[config.mk]
export PLATFORM = sky130hd
export DESIGN_NAME = mem_stage
export DESIGN_NICKNAME = d
export VERILOG_FILES = /design/src/rtl/mem_stage.sv
export SDC_FILE = /design/constraint.sdc
export NUM_CORES = 2
export LEC_CHECK = 0
export ABC_AREA = 1
export CORE_ASPECT_RATIO = 0.8
export CORE_MARGIN = 3
export CORE_UTILIZATION = 45
export CTS_CLUSTER_DIAMETER = 120
export DETAILED_ROUTE_END_ITERATION = 10
export MAX_ROUTING_LAYER = met4
export SYNTH_ARGS = -nofsm -noshare
export SYNTH_HDL_FRONTEND = slang
export SYNTH_SLANG_ARGS = --single-unit
[constraint.sdc]
create_clock -name clk -period 11.6 [get_ports clk]
set_input_delay 1.74 -clock clk [delete_from_list [all_inputs] [get_ports clk]]
set_output_delay 1.74 -clock clk [all_outputs]
set_load 0.03 [all_outputs]
[src/rtl/mem_stage.sv]
// MEM pipeline stage: owns the data memory, clears it after reset, and
// registers load data, ALU result and write-back control into the MEM/WB word.
module mem_stage #(
  parameter int DATA_WIDTH = 16,
  parameter int ADDR_WIDTH = 8,
  parameter int DEPTH      = 256
) (
  input  logic                      clk,
  input  logic                      rst,
  input  logic [2*DATA_WIDTH+5:0]   pipeline_re_i,
  output logic [2*DATA_WIDTH+4:0]   pipeline_ou,
  output logic [2:0]                mem_op_dest,
  output logic                      mem_busy
);

  localparam int IN_W = 2*DATA_WIDTH + 6;

  typedef enum logic {
    ST_CLEAR,
    ST_RUN
  } state_t;

  state_t                  r_state;
  state_t                  w_next_state;
  logic [ADDR_WIDTH-1:0]   r_clr_cnt;
  logic [ADDR_WIDTH-1:0]   w_next_cnt;

  logic [DATA_WIDTH-1:0]   w_alu_result;
  logic                    w_mem_writ_en;
  logic [DATA_WIDTH-1:0]   w_mem_writ_data;
  logic [4:0]              w_wb_ctrl;
  logic [ADDR_WIDTH-1:0]   w_addr;

  logic                    w_we;
  logic [ADDR_WIDTH-1:0]   w_waddr;
  logic [DATA_WIDTH-1:0]   w_wdata;

  logic [DATA_WIDTH-1:0]   r_mem [DEPTH];

  assign w_alu_result    = pipeline_re_i[IN_W-1 -: DATA_WIDTH];
  assign w_mem_writ_en   = pipeline_re_i[DATA_WIDTH+5];
  assign w_mem_writ_data = pipeline_re_i[DATA_WIDTH+4:5];
  assign w_wb_ctrl       = pipeline_re_i[4:0];
  // Upper ALU bits only feed the pass-through field; the address wraps.
  assign w_addr          = w_alu_result[ADDR_WIDTH-1:0];

  assign mem_op_dest = pipeline_re_i[3:1];
  assign mem_busy    = (r_state == ST_CLEAR);

  // NOTE: sequential state uses non-blocking assignments so every register
  // samples pre-edge values; blocking here would create order-dependent races.
  always_ff @(posedge clk) begin
    if (rst) begin
      r_state   <= ST_CLEAR;
      r_clr_cnt <= '0;
    end else begin
      r_state   <= w_next_state;
      r_clr_cnt <= w_next_cnt;
    end
  end

  // NOTE: every output of this block gets a default first so no path leaves
  // a signal unassigned, which would otherwise infer a latch.
  always_comb begin
    w_next_state = r_state;
    w_next_cnt   = r_clr_cnt;
    w_we         = 1'b0;
    w_waddr      = w_addr;
    w_wdata      = w_mem_writ_data;
    case (r_state)
      ST_CLEAR: begin
        w_we       = 1'b1;
        w_waddr    = r_clr_cnt;
        w_wdata    = '0;
        w_next_cnt = r_clr_cnt + ADDR_WIDTH'(1);
        if (r_clr_cnt == ADDR_WIDTH'(DEPTH-1)) begin
          w_next_state = ST_RUN;
        end
      end
      ST_RUN: begin
        w_we = w_mem_writ_en;
      end
    endcase
  end

  // NOTE: the memory array has no reset branch so it maps onto RAM; its
  // contents are defined instead by the post-reset clear sweep.
  always_ff @(posedge clk) begin
    if (!rst && w_we) begin
      r_mem[w_waddr] <= w_wdata;
    end
  end

  // Read samples the pre-edge contents, giving read-before-write on a collision.
  always_ff @(posedge clk) begin
    if (rst || r_state == ST_CLEAR) begin
      pipeline_ou <= '0;
    end else begin
      pipeline_ou <= {r_mem[w_addr], w_alu_result, w_wb_ctrl};
    end
  end

endmodule

==> results.py <==
metrics = {
    "outcome": {
        "status": "finished clean",
    },
    "die": {
        "dieArea_um2": 378000,
        "initial_core_util_pct": 45.3,
        "dieHeight_um": 551,
        "die_w_um": 687,
        "ios": 81,
        "row_count": 199,
        "coreArea_um2": 369000,
    },
    "sta": {
        "final_hold_viol_count": 0,
        "fin_hold_ws_ns": 0.498,
        "fin_skew_ns": 0.0826,
        "relSlewSlack_pct": 3.22,
        "maxClockFrequency_mhz": 182,
        "finalMaxSlewViolations": 0,
        "setup_tns_ns": 0,
        "rsz0062_at_grt": "false",
        "fin_crit_sh_pct": 47.4,
        "min_period_ns": 5.50,
        "worst_pin_slew_ns": 1.45,
        "setup_viol_count_final": 0,
    },
    "pwr": {
        "p_comb_share_pct": 4.8,
        "power-per-cell-area_nw_per_um2": 167,
        "switching_power_mw": 6.91,
        "power_frac_seq_pct": 52.3,
        "p_int_mw": 24.1,
        "leakagePower_nw": 66.6,
        "clock_power_share_pct": 42.9,
        "switching_share_pct": 22.3,
        "peakVddDrop_mv": 0.135,
    },
    "drt": {
        "via_per_inst": 5.75,
        "drt-total-wl_mm": 495,
        "drcViolationCount": 0,
        "drtIter0Drc": 16100,
        "vias": 109000,
        "ant_nets": 0,
        "firstDrtPassIters": 6,
        "wl_per_cell_um": 26.0,
    },
    "clock_network": {
        "cts_tree": "built",
        "cts_root_buf": "clkbuf_16",
        "postCtsSetupBuffers": 0,
        "insertion_delay_ns": 1.01,
        "cts_resized": 0,
        "h-tree-depth": 5,
        "cts.clk_slew.worst_paths_ns": 0.06,
        "hold_buffers": 0,
        "clkSinkCount": 4142,
        "numCtsBuffers": 407,
        "clk_path_buf_depth": 4,
    },
    "final_layout": {
        "drive_above_1_share_pct": 7.39,
        "final_common_cell": "nand2_1",
        "regArea_um2": 124000,
        "layout.nets": 13800,
        "multi_input_area_um2": 37600,
        "layout_common_cells": "nand2_1 (4136), edfxtp_1 (4096), nand3_1 (3866), nor2_1 (461), clkbuf_16 (409)",
        "fin_cells": 19000,
        "fin_area_um2": 186000,
        "fillerInstances": 31700,
        "syn_to_final_growth_pct": 11.2,
    },
    "placed_design": {
        "port_buffers": 80,
        "hpwl_mm": 267,
        "dpl_cell_area_um2": 172000,
        "gp_congestion": 0.912,
        "dp_cells": 18300,
    },
    "critical_path": {
        "start_kind": "input port",
        "criticalPathCategory": "in2reg",
        "endpoint_kind": "register",
        "cp_max_fo": 147,
        "worst_ep_arrival_time_ns": 6.42,
        "required_ns": 12.52,
    },
    "synth": {
        "synth.net_count": 13900,
        "synth_area_leaders": "edfxtp_1 (74%), nand3_1 (12%), nand2_1 (9.3%)",
        "synthDominantCellAreaShare_pct": 73.7,
        "syn-mean-instance-area_um2": 12.1,
        "yosysUniqueCellTypes": 25,
        "ys_seq_elements": 4142,
        "yosys.area.top_type": "edfxtp_1",
        "ys_seq_area_share_pct": 74.2,
        "yosys_warnings": 0,
        "syn-instance-count": 13800,
        "netlist_area_um2": 167000,
    },
    "global_routing": {
        "grt_pass1_vias": 100000,
        "grt_pass1_wl_mm": 716,
        "antenna_found_initial": 27,
        "grt_overflow": 0,
        "grt_max_degree": 179,
        "track_usage_pct": 26.3,
    },
    "run": {
        "cap_violations": 0,
    },
    "worst_hold_path": {
        "hp-class": "reg2reg",
    },
}
## worst paths after layout
kind	cells past startpoint	start	slack [ns]	end
worst max register to register	8	r_state	7.14	r_mem[133][10]
worst max-delay path	14	pipeline_re_i[22]	6.10	pipeline_ou[27]
worst min register to register	2	r_clr_cnt[7]	0.50	r_state
worst min-delay path	2	r_clr_cnt[7]	0.50	r_state
## final cells by class
type / count / area share (%)
Sequential cell: 4142 / 66.7
Multi-Input combinational cell: 8641 / 20.2
Clock buffer: 501 / 5.72
Tap cell: 4924 / 3.32
Timing Repair Buffer: 503 / 2.33
Clock inverter: 234 / 1.37
Inverter: 81 / 0.261
Antenna cell: 8 / 0.0108
## layer usage
metal / track usage (%) / vias to the layer above / part of all wire [%]
li1: - / 49100 / -
met1: 38.6 / 53900 / 43
met2: 37.7 / 5566 / 44
met3: 4.46 / 804 / 10
met4: 8.20 / 0 / 3.3
met5: - / - / 0
## metrics by stage
step           util, %  setup WS [ns]  total power [mW]
4_1_cts           50.4           6.26              31.1
3_5_place_dp      46.8           5.20              18.0
3_3_place_gp      46.8           5.20              18.0
5_1_grt           50.4           5.86              31.9
2_1_floorplan        -           6.28              17.5
6_report          50.4           6.10              31.0
## cell families (layout without fill, tap and decap cells)
| kind of cell | Yosys count | in the layout | synth area share [%] |
|---|---|---|---|
| adders and majority gates | 1 | 1 | 0.00749 |
| and+or+nand+nor | 8488 | 8488 | 22.0 |
| DFF | 4142 | 4142 | 74.2 |
| AOI/OAI and AO/OA | 152 | 152 | 0.484 |
| other | 0 | 8 | 0 |
| buffers and inverters | 1028 | 1319 | 3.32 |
## flip-flops by register name, summed over array words and instances, names as in the netlist
signal,cells
pipeline_ou,37
r_clr_cnt,8
r_mem,4096
r_state,1
## power by group through the flow
stage / logic [mW] / registers (mW) / clock network, mW
5_1_grt: 1.60 / 16.2 / 14.1
6_report: 1.49 / 16.2 / 13.3
3_3_place_gp: 1.46 / 16.5 / 0
4_1_cts: 1.47 / 16.2 / 13.5
3_5_place_dp: 1.47 / 16.5 / 0
2_1_floorplan: 0.967 / 16.5 / 0
## synthesized netlist by cell type (all sizes together)
cell and n:
o31ai 1, clkinv 4, buf 742, o22ai 31
ha 1, clkbuf 205, o21ai 77, dfxtp 46
edfxtp 4096, a21o 1, inv 77, nor3b 1
nand3 3866, nor3 1, nor2 468, nand2 4152
a21oi 42
## worst max-delay path: stages
cell	delay, ns
buf_16	0.30
buf_12	0.47
buf_4	0.87
buf_4	0.77
nand2_1	0.10
nand3_1	0.11
nand3_1	0.11
nand3_1	0.14
nand3_1	0.17
nand3_1	0.20
nand3_1	0.47
nand3_1	0.23
nand2_1	0.27
nor2_1	0.16
(Power assumes the default switching activity.)
